[config.mk]
export PLATFORM = sky130hd
export DESIGN_NAME = irq_conditioner
export DESIGN_NICKNAME = d
export VERILOG_FILES = /design/src/rtl/irq_pkg.sv /design/src/rtl/irq_channel.sv /design/src/rtl/irq_conditioner.sv
export SDC_FILE = /design/constraint.sdc
export NUM_CORES = 1
export LEC_CHECK = 0
export CAP_MARGIN = 20
export CORE_MARGIN = 2
export CORE_UTILIZATION = 52
export CTS_BUF_LIST = sky130_fd_sc_hd__clkbuf_2 sky130_fd_sc_hd__clkbuf_4 sky130_fd_sc_hd__clkbuf_8
export DETAILED_ROUTE_END_ITERATION = 12
export PLACE_DENSITY = 0.78
export SYNTH_ARGS = -nofsm -noshare
export SYNTH_HDL_FRONTEND = slang
export SYNTH_SLANG_ARGS = --single-unit
[constraint.sdc]
create_clock -name clk -period 1.4 [get_ports clk]
set_clock_uncertainty 0.15 [all_clocks]
set_input_delay 0.14 -clock clk [delete_from_list [all_inputs] [get_ports clk]]
set_output_delay 0.14 -clock clk [all_outputs]
set_load 0.1 [all_outputs]
[src/rtl/irq_pkg.sv]
// irq_pkg: shared types and constants for the interrupt conditioner.
// Channel indices map the raw sources onto CPU int1..int4.
package irq_pkg;

    typedef enum logic [1:0] {
        IDLE  = 2'd0,
        PULSE = 2'd1,
        GAP   = 2'd2
    } irq_state_e;

    localparam int IRQ_NINT1 = 0;
    localparam int IRQ_NINT2 = 1;
    localparam int IRQ_NINT3 = 2;
    localparam int IRQ_FRAME = 3;

endpackage

[src/rtl/irq_channel.sv]
// irq_channel: one interrupt source path -- sync, debounce, rising-edge
// detect, fixed-width pulse FSM with one-deep pending and sticky overflow.
module irq_channel
    import irq_pkg::*;
#(
    parameter int SYNC_STAGES = 2,
    parameter int DEBOUNCE    = 4,
    parameter bit BYPASS      = 1'b0,
    parameter bit INVERT      = 1'b0,
    parameter int PULSE_LEN   = 2
) (
    input  logic clk_i,
    input  logic reset_i,
    input  logic raw_i,
    input  logic en_i,
    input  logic ovf_clr_i,
    output logic int_o,
    output logic ovf_o
);

    localparam int CW = $clog2(DEBOUNCE) + 1;
    localparam int PW = $clog2(PULSE_LEN) + 1;
    localparam logic [CW-1:0] CNT_MAX   = CW'(DEBOUNCE - 1);
    localparam logic [PW-1:0] PCNT_INIT = PW'(PULSE_LEN - 1);

    logic                   act;
    logic [SYNC_STAGES-1:0] sync_q;
    logic                   sync;
    logic                   stable_q;
    logic                   stable_d;
    logic [CW-1:0]          cnt_q;
    logic [CW-1:0]          cnt_d;
    logic                   rise_c;
    logic                   rise_q;
    logic                   ev;
    irq_state_e             state_q;
    logic [PW-1:0]          pcnt_q;
    logic                   pend_q;
    logic                   ovf_q;
    logic                   int_q;

    assign act  = raw_i ^ INVERT;
    assign sync = sync_q[SYNC_STAGES-1];

    // Metastability chain; cleared to the inactive level on reset.
    always_ff @(posedge clk_i) begin
        if (reset_i) begin
            sync_q <= '0;
        end else begin
            sync_q <= {sync_q[SYNC_STAGES-2:0], act};
        end
    end

    // Accept a new level only after it has differed for DEBOUNCE cycles.
    always_comb begin
        stable_d = stable_q;
        cnt_d    = '0;
        if (BYPASS) begin
            stable_d = sync;
        end else if (sync != stable_q) begin
            if (cnt_q == CNT_MAX) begin
                stable_d = sync;
            end else begin
                cnt_d = cnt_q + 1'b1;
            end
        end
    end

    assign rise_c = stable_d & ~stable_q;

    // Debounced level and its edge; the debounced edge is retimed one cycle.
    always_ff @(posedge clk_i) begin
        if (reset_i) begin
            stable_q <= 1'b0;
            cnt_q    <= '0;
            rise_q   <= 1'b0;
        end else begin
            stable_q <= stable_d;
            cnt_q    <= cnt_d;
            rise_q   <= rise_c;
        end
    end

    // Bypassed channels take the synced edge directly.
    assign ev = (BYPASS ? rise_c : rise_q) & en_i;

    // Pulse FSM with one-deep pending queue; overflow set beats clear.
    always_ff @(posedge clk_i) begin
        if (reset_i) begin
            state_q <= IDLE;
            pcnt_q  <= '0;
            pend_q  <= 1'b0;
            ovf_q   <= 1'b0;
            int_q   <= 1'b0;
        end else begin
            int_q <= (state_q == PULSE);
            if (ovf_clr_i) begin
                ovf_q <= 1'b0;
            end
            unique case (state_q)
                IDLE: begin
                    if (ev) begin
                        state_q <= PULSE;
                        pcnt_q  <= PCNT_INIT;
                    end
                end
                PULSE: begin
                    if (ev) begin
                        if (pend_q) begin
                            ovf_q <= 1'b1;
                        end else begin
                            pend_q <= 1'b1;
                        end
                    end
                    if (pcnt_q == '0) begin
                        state_q <= (pend_q || ev) ? GAP : IDLE;
                    end else begin
                        pcnt_q <= pcnt_q - 1'b1;
                    end
                end
                GAP: begin
                    pend_q  <= ev;
                    state_q <= PULSE;
                    pcnt_q  <= PCNT_INIT;
                end
                default: begin
                    state_q <= IDLE;
                end
            endcase
        end
    end

    assign int_o = int_q;
    assign ovf_o = ovf_q;

endmodule

[src/rtl/irq_conditioner.sv]
// irq_conditioner: conditions nint1..nint3 and frameDrawn into clean
// active-high pulses for CPU int1..int4, with per-channel overflow flags.
module irq_conditioner
    import irq_pkg::*;
#(
    parameter int                 NUM_IRQ     = 4,
    parameter int                 SYNC_STAGES = 2,
    parameter int                 DEBOUNCE    = 4,
    parameter logic [NUM_IRQ-1:0] DEB_BYPASS  = 4'b1000,
    parameter logic [NUM_IRQ-1:0] INVERT      = 4'b0111,
    parameter int                 PULSE_LEN   = 2
) (
    input  logic               clk,
    input  logic               reset,
    input  logic [NUM_IRQ-1:0] irq_raw,
    input  logic [NUM_IRQ-1:0] irq_en,
    input  logic [NUM_IRQ-1:0] overflow_clr,
    output logic [NUM_IRQ-1:0] int_out,
    output logic [NUM_IRQ-1:0] overflow
);

    for (genvar gi = 0; gi < NUM_IRQ; gi++) begin : g_ch
        irq_channel #(
            .SYNC_STAGES (SYNC_STAGES),
            .DEBOUNCE    (DEBOUNCE),
            .BYPASS      (DEB_BYPASS[gi]),
            .INVERT      (INVERT[gi]),
            .PULSE_LEN   (PULSE_LEN)
        ) u_ch (
            .clk_i     (clk),
            .reset_i   (reset),
            .raw_i     (irq_raw[gi]),
            .en_i      (irq_en[gi]),
            .ovf_clr_i (overflow_clr[gi]),
            .int_o     (int_out[gi]),
            .ovf_o     (overflow[gi])
        );
    end

endmodule

Yosys cells after proc, flatten, opt, wreduce, memory -nomap -nowiden
Cells that the tools add are included.

storage, ports and cells
  bits in registers = 52
  output and inout bits = 8
  bits of input ports = 14
  word-level logic and storage cells = 178

cells by class
  mux-type cells = 54
  reduce and logical (&&, ||, !) cells = 35
  bitwise logic cells = 18
  $add $sub $neg = 7
  eq/ne operators = 30

operator list
  cell                                                                   number
  2-bit one-hot mux with 3 select lines                                  8
  2-bit two-way mux                                                      16
  1-bit two-way mux                                                      26
  2-bit zero test                                                        8
  2-bit by 1-bit != test with 1-bit output, second input constant        8
  2-bit != test, second input constant                                   8
  2-bit AND reduction                                                    8
  3-bit AND reduction                                                    4
  3-bit nonzero test                                                     4
  1-bit inverter                                                         10
  3-bit by 1-bit adder with 3-bit output, second input constant          3
  3-bit by 2-bit equality test with 1-bit output, second input constant  3
  3-bit OR reduction                                                     3
  1-bit AND                                                              8
  2-bit by 1-bit equality test with 1-bit output, second input constant  4
  2-bit equality test, second input constant                             4
  1-bit one-hot mux with 2 select lines                                  4
  2-bit nonzero test                                                     4
  2-bit by 1-bit subtractor with 2-bit output, second input constant     4
  1-bit logical OR                                                       4
  1-bit != test                                                          3

Logic depth before layout (Yosys ltp)
Gate-level depths: netlist of the first run.

  depth after elaboration = 7
  mapped depth = 5
  gate-level depth less buffers = 5

Modules after synthesis
A second synthesis of the first run with hierarchy kept.

second synthesis, totals
  cells, all modules = 204
  area, all modules = 2079.5 µm²

by module, submodules not included
  module                          area an instance (µm²)  times used  seq. area each (µm²)  cells an instance
  irq_channel (g_ch[0].u_ch ...)  550.5                   3           280.3                 54
  irq_channel (g_ch[3].u_ch)      427.9                   1           200.2                 42

Worst setup path before layout of the first run
Ideal clock, no wire load.

  path type = reg-to-reg
  start = reg g_ch[0].u_ch.cnt_q[0]
  end = reg g_ch[0].u_ch.cnt_q[0]
  data arrival time = 1176 ps
  cell stages (with the launch flop) = 5
  slack = 11 ps
  cell sequence = dfxtp_1 ha_1 ha_1 or3_4 nor2_2

between the ends
  cells in the longest elaborated chain, start to end = 2

RTL lines
  what                                                                            line               RTL
  start, declared                                                                 irq_channel.sv:31  logic [CW-1:0] cnt_q;
  start signal, assigned                                                          irq_channel.sv:79  cnt_q <= cnt_d;
  branches (longest 2 deep; another with 3-bit by 1-bit adder with 3-bit output)  --

Several ways; the timed one is not identified.
A chain may end at the register's enable or synchronous reset.

Worst setup path after layout of the first run
Same ends and word-level chain as after synthesis.

==> results of run 1 <==
[cell usage after synthesis (2+ instances only)]
cell type | number | area (sq um)
inv_1 | 21 | 78.83
o211a_1 | 2 | 20.02
nor4_1 | 2 | 12.51
nor2_2 | 10 | 62.56
nand3_1 | 2 | 10.01
buf_2 | 4 | 20.02
nor2b_1 | 11 | 68.82
xor2_1 | 2 | 17.52
ha_1 | 10 | 125.1
o21ai_1 | 3 | 15.01
nor2_1 | 17 | 63.81
nand2b_1 | 5 | 31.28
a32o_1 | 3 | 30.03
or3_4 | 3 | 33.78
nor3_1 | 6 | 30.03
a21oi_1 | 9 | 45.04
xnor2_1 | 3 | 26.28
dfxtp_1 | 52 | 1041
nand4_1 | 2 | 12.51
mux2i_1 | 4 | 40.04
nand2_1 | 3 | 11.26
o21ai_0 | 8 | 40.04
a32oi_1 | 2 | 17.52
and2_1 | 3 | 18.77
buf_4 | 8 | 60.06
o31ai_2 | 3 | 37.54
[cells in the final DEF (no fill, tap or decap), drive strengths merged, types with 3 or more instances in the layout]
cell and count:
nor2 27, o21ai 11, xnor2 3, nor2b 11, or3 4, clkbuf 6
inv 21, dfxtp 52, clkdlybuf4s50 13, o31ai 4, a21oi 9, a32o 3
buf 26, and2 3, nand2 3, ha 10, nor3 6, nand2b 5
mux2i 4
[kinds of logic (layout without fill, tap and decap cells)]
kind of cell               after synthesis  count (layout)  share of synthesized area
and+or+nand+nor                         70              70                     0.1942
DFF                                     52              52                     0.4988
AOI/OAI and AO/OA                       36              36                     0.1235
buffers and inverters                   35              67                    0.08333
adders and majority gates               10              10                    0.05995
xor gates and xnor gates                 5               5                    0.02099
muxes                                    4               4                    0.01919
[registers in the layout (all words and copies together), names as in the netlist]
register            flops
g_ch.u_ch.state_q       8
g_ch.u_ch.pcnt_q        8
g_ch.u_ch.stable_q      4
g_ch.u_ch.pend_q        4
g_ch.u_ch.cnt_q         9
g_ch.u_ch.rise_q        3
g_ch.u_ch.int_o         4
g_ch.u_ch.sync_q        8
g_ch.u_ch.ovf_o         4
[how the worst max path moves through the flow]
stage	start	endpoint	slack [ns]	cells after the start
floorplan	g_ch[0].u_ch.cnt_q[0]$_SDFF_PP0_	g_ch[0].u_ch.cnt_q[0]$_SDFF_PP0_	0.01	4
global placement	reset	g_ch[2].u_ch.cnt_q[1]$_SDFF_PP0_	-0.11	4
detailed placement	reset	g_ch[2].u_ch.cnt_q[1]$_SDFF_PP0_	-0.12	4
CTS	g_ch[0].u_ch.cnt_q[0]$_SDFF_PP0_	g_ch[0].u_ch.cnt_q[2]$_SDFF_PP0_	0.005	4
global route	g_ch[1].u_ch.cnt_q[1]$_SDFF_PP0_	g_ch[1].u_ch.cnt_q[0]$_SDFF_PP0_	-0.005	4
finish	g_ch[0].u_ch.cnt_q[0]$_SDFF_PP0_	g_ch[0].u_ch.cnt_q[0]$_SDFF_PP0_	0.03	4
[power groups by stage]
stage                     Sequential, uW  Clock, uW  Combinational [uW]
after floorplan                     1530          0                58.4
after global placement              1540          0                 122
after detailed placement            1540          0                 124
after CTS                           1500        831                 125
after global routing                1510        893                 144
final                               1500        803                 131
[area by class of cell]
type	count	area share
Sequential cell	52	0.3902
Clock buffer	6	0.02837
Tap cell	50	0.02326
Clock inverter	1	0.001860
Multi-Input combinational cell	125	0.3642
Inverter	21	0.02930
Timing Repair Buffer	39	0.1628
[critical path, delay by kind of cell, from the launching register on]
kind | cells | cell delay [ns]
fa+ha+maj | 2 | 0.31
simple gates | 2 | 0.51
flops | 1 | 0.34
[routing by layer]
metal  wire length, um  part of all wire  track usage  vias to the layer above
li1                  -                 -            -                      770
met1              1540              0.45       0.1998                      689
met2              1705              0.50       0.2847                       23
met3                98             0.029      0.05667                        6
met4                63             0.018      0.06888                        0
met5                 0                 0            0                        -
[through the flow]
step / TNS [ns] / utilization / instance area, sq um
after global routing: -0.01409 / 0.6823 / 2690
after floorplan: 0 / - / 2087
final: 0 / 0.6823 / 2690
after CTS: 0 / 0.6550 / 2582
after global placement: -1.053 / 0.6322 / 2492
after detailed placement: -1.382 / 0.6322 / 2492
[timing repair]
item | in CTS | in global routing
pin swaps | 3 | 12
resized for setup | 4 | 22
hold endpoints to repair | 0 | 0
endpoints found under the setup margin | 10 | 16
==> impl_metrics.csv, run 1 <==
group,metric,value,unit
outcome,outcome,"completed",
worst_hold_path,hold_depth,2,
worst_hold_path,hold_path_class,"in2reg",
placed_design,port_buffers,21,
clock_network,cts_tree,"built",
cells_and_area,multi_input_area,979.7,sq um
global_route,grt_usage,0.1700,
power,pwr-share-seq,0.617,
synthesis,ys.flop_type,"dfxtp_1",
worst_setup_path,slowest_stage,"or3_4",
clock_network,postCtsSetupRepairBufs,0,
timing,setup_slack,0.03077,ns
power,total_power,2439,uW
synthesis,synth_edf_count,0,
cells_and_area,fin_cells,294,
cells_and_area,fill_cells,298,
synthesis,synth_cells,212,
clock_network,postCtsHoldBufs,0,
cells_and_area,finalNetCount,268,
worst_setup_path,r2r_slack,0.03,ns
clock_network,numCtsBuffers,5,
die,die_h,67.35,um
placed_design,hpwl,2399,um
die,rows,23,
routing,drt_iter0_drc,42,
routing,ant_nets,0,
synthesis,syn_nets,236,
power,switching_share,0.2074,
die,initial_core_util,0.5294,
timing,setup_viol,0,
power,power_density,906.5,nW/um^2
worst_setup_path,critPathArrivalTime,1.46,ns
worst_setup_path,crit_top_cell,"ha_4",
timing,worst_pin_slew,0.3090,ns
clock_network,cts.sinks,52,
worst_setup_path,start_kind,"flip-flop",
worst_hold_path,min-delay-start,"irq_raw[2]",
global_route,grt_first_pass_wirelength,5740,um
die,die_area,4536,sq um
power,p_leak,0.001012,uW
worst_setup_path,reg2reg_to,"g_ch[0].u_ch.cnt_q[0]$_SDFF_PP0_",
cells_and_area,regArea,1050,sq um
global_route,grt_max_degree,20,
cells_and_area,diodes,0,
power,ir_drop,0.0006579,V
die,core_area,3943,sq um
clock_network,root_buffer,"clkbuf_8",
power,pwr-share-comb,0.054,
timing,fin_crit,1.369,ns
timing,relSlewSlack,0.7937,
global_route,overflow,0,
worst_setup_path,r2r-start,"g_ch[0].u_ch.cnt_q[0]$_SDFF_PP0_",
power,p_switching,505.9,uW
placed_design,finalWeightedCongestion,0.7573,
clock_network,cts_buffer_depth,2,
worst_hold_path,worstHoldEndpoint,"g_ch[2].u_ch.sync_q[0]$_SDFF_PP0_",
cells_and_area,layout-drive-gt1-share,0.2787,
routing,wire_per_inst,11.59,um
global_route,grt_pass1_vias,1394,
timing,grt_setup_unrepaired,"true",
clock_network,h-tree-depth,2,
routing,vias_per_cell,5.061,
die,num_io_pins,22,
synthesis,ys.warnings.count,0,
placed_design,place_inst,287,
flow_run,max_cap_violations,0,
routing,vias,1488,
synthesis,async_flop_share,0,
worst_setup_path,required,1.49,ns
die,die_w,67.35,um
clock_network,clock_latency,0.30,ns
synthesis,yosysSeqAreaShare,0.4988,
worst_setup_path,cpPeakStageDelay,0.41,ns
timing,hold_ws,0.1959,ns
synthesis,synth_area_per_cell,9.844,sq um
worst_setup_path,path_cells,"ha_4 > ha_4 > or3_4 > nor2_2",
power,p_int,1933,uW
routing,wirelength,3408,um
timing,fmax,730.3,MHz
timing,hold_viol_final,0,
worst_setup_path,end_kind,"flip-flop",
routing,firstDrtPassIters,4,
power,clkPwrFrac,0.329,
placed_design,post-place-ws,-0.1184,ns
cells_and_area,area_delta_synth_final,28.90,%
synthesis,yosysUniqueCellTypes,40,
global_route,antenna_found_initial,0,
worst_setup_path,cp_max_fo,3,
synthesis,netlist_area,2087,sq um
clock_network,clk_pin_slew_worst_paths,0.08,ns
timing,period_share,0.9780,
worst_setup_path,worst_r2r_path_depth,4,
synthesis,ys_ff_latch,52,
routing,drc,0,
timing,maxSlewViolCount,0,
worst_setup_path,critical_path_class,"reg2reg",
(Power assumes the default switching activity.)
==> run 2, diff against run 1 <==
ABC_CLOCK_PERIOD_IN_PS = 1400   (was unset)
==> results of run 2 <==
Same layout as run 1: the final DEF is identical, and so are final timing and power.
==> run 3, diff against run 2 <==
PLACE_DENSITY = 0.77   (was 0.78)
==> impl_metrics.csv, run 3 (synthesized netlist as in run 1, its figures left out) <==
group,metric,value,unit
clock_network,numCtsBuffers,5,
global_route,antenna_found_initial,0,
placed_design,port_buffers,21,
worst_hold_path,worstHoldEndpoint,"g_ch[1].u_ch.sync_q[0]$_SDFF_PP0_",
timing,fmax,726.8,MHz
timing,maxSlewViolCount,0,
timing,period_share,0.9827,
power,p_leak,0.001038,uW
die,die_area,4536,sq um
power,power_density,971.7,nW/um^2
power,clkPwrFrac,0.381,
timing,fin_crit,1.376,ns
outcome,outcome,"completed",
clock_network,cts_buffer_depth,2,
global_route,grt_max_degree,16,
cells_and_area,finalNetCount,271,
die,core_area,3943,sq um
worst_setup_path,end_kind,"flip-flop",
routing,drt_iter0_drc,36,
timing,relSlewSlack,0.7982,
cells_and_area,largest-register,"g_ch.u_ch.cnt_q",
routing,vias,1473,
worst_setup_path,crit_top_cell,"ha_4",
routing,drc,0,
die,num_io_pins,22,
worst_setup_path,critical_path_class,"reg2reg",
die,initial_core_util,0.5294,
worst_hold_path,min-delay-start,"irq_raw[1]",
cells_and_area,diodes,0,
worst_setup_path,path_cells,"ha_4 > ha_4 > or3_4 > nor2_2",
cells_and_area,area_delta_synth_final,30.46,%
timing,setup_viol,0,
power,p_int,2124,uW
worst_setup_path,reg2reg_to,"g_ch[1].u_ch.cnt_q[1]$_SDFF_PP0_",
worst_setup_path,cp_max_fo,3,
worst_hold_path,hold_depth,2,
clock_network,postCtsHoldBufs,0,
power,switching_share,0.1971,
cells_and_area,mostFrequentLayoutCells,"dfxtp_1, inv_1, buf_4",
timing,grt_setup_unrepaired,"true",
cells_and_area,largest_reg_flops,9,
timing,hold_ws,0.1948,ns
worst_setup_path,r2r_slack,0.02,ns
worst_setup_path,start_kind,"flip-flop",
worst_setup_path,slowest_stage,"or3_4",
worst_setup_path,worst_r2r_path_depth,4,
clock_network,cts_tree,"built",
global_route,grt_first_pass_wirelength,5678,um
power,pwr-share-comb,0.050,
placed_design,hpwl,2439,um
clock_network,clk_pin_slew_worst_paths,0.09,ns
global_route,grt_usage,0.1681,
power,p_switching,521.4,uW
routing,wirelength,3408,um
global_route,overflow,0,
clock_network,cts.sinks,52,
power,pwr-share-seq,0.569,
routing,vias_per_cell,4.943,
routing,firstDrtPassIters,4,
worst_setup_path,critPathArrivalTime,1.47,ns
global_route,grt_pass1_vias,1338,
clock_network,h-tree-depth,2,
clock_network,postCtsSetupRepairBufs,0,
cells_and_area,final_common_cell,"dfxtp_1",
routing,ant_nets,0,
die,die_w,67.35,um
worst_setup_path,r2r-start,"g_ch[1].u_ch.cnt_q[1]$_SDFF_PP0_",
die,die_h,67.35,um
flow_run,max_cap_violations,0,
clock_network,root_buffer,"clkbuf_8",
routing,wire_per_inst,11.44,um
cells_and_area,layout-drive-gt1-share,0.2944,
timing,hold_viol_final,0,
die,rows,23,
timing,worst_pin_slew,0.3023,ns
placed_design,finalWeightedCongestion,0.7792,
power,ir_drop,0.0007074,V
cells_and_area,fin_util,0.6906,
worst_setup_path,required,1.49,ns
worst_hold_path,hold_path_class,"in2reg",
clock_network,clock_latency,0.30,ns
worst_setup_path,cpPeakStageDelay,0.40,ns
## run 3: layout make-up
cell class                 count  area (sq um)
timing repair buffer          42         447.9
clock inverter                 2         35.03
fill                         295          1220
clock buffer                   6         76.32
tap                           50         62.56
multi-input combinational    125         973.4
sequential                    52          1049
inverter                      21         78.83
## run 3: layer usage
| metal | part of all wire | wire length [um] | GRT usage | up-vias |
|---|---|---|---|---|
| met3 | 0.041 | 140 | 0.04833 | 6 |
| met1 | 0.50 | 1696 | 0.2187 | 667 |
| met2 | 0.44 | 1508 | 0.2587 | 30 |
| met5 | 0 | 0 | 0 | - |
| met4 | 0.018 | 63 | 0.07653 | 0 |
| li1 | - | - | - | 770 |
## run 3: worst max-delay path by stage
stage	startpoint	to	cells past startpoint	slack, ns
after floorplan	g_ch[0].u_ch.cnt_q[0]$_SDFF_PP0_	g_ch[0].u_ch.cnt_q[0]$_SDFF_PP0_	4	0.01
after global placement	reset	g_ch[2].u_ch.cnt_q[2]$_SDFF_PP0_	4	-0.06
after detailed placement	reset	g_ch[1].u_ch.cnt_q[1]$_SDFF_PP0_	4	-0.08
after CTS	g_ch[1].u_ch.cnt_q[0]$_SDFF_PP0_	g_ch[1].u_ch.cnt_q[1]$_SDFF_PP0_	4	-0.004
after global routing	g_ch[0].u_ch.cnt_q[0]$_SDFF_PP0_	g_ch[0].u_ch.cnt_q[0]$_SDFF_PP0_	4	-0.01
final	g_ch[1].u_ch.cnt_q[1]$_SDFF_PP0_	g_ch[1].u_ch.cnt_q[1]$_SDFF_PP0_	4	0.02
## run 3: power groups by stage
stage               clock network, uW  logic (uW)  registers (uW)
floorplan                           0        58.4            1530
global placement                    0         127            1540
detailed placement                  0         129            1540
CTS                              1030         131            1500
global route                     1100         145            1510
finish                           1010         132            1500
## run 3: timing repair
item / CTS / global route
gates resized for setup: 9 / 16
pin swaps: 6 / 7
gates cloned: 0 / 0
endpoints found under the setup margin: 11 / 14
## run 3: metrics by stage
stage | instances | setup WS (ns) | TNS [ns] | instance area, sq um | power [uW]
floorplan | 212 | 0.01145 | 0 | 2087 | 1593
global placement | 290 | -0.05813 | -0.5252 | 2502 | 1664
detailed placement | 290 | -0.08035 | -0.8225 | 2502 | 1666
CTS | 298 | -0.004005 | -0.004005 | 2649 | 2667
global route | 298 | -0.01049 | -0.01553 | 2723 | 2749
finish | 298 | 0.02419 | 0 | 2723 | 2646
## run 3: worst max-delay path: cells and delay by family (launching register included)
family | cells | cell delay, ns
fa+ha+maj | 2 | 0.32
flops | 1 | 0.34
simple gates | 2 | 0.51
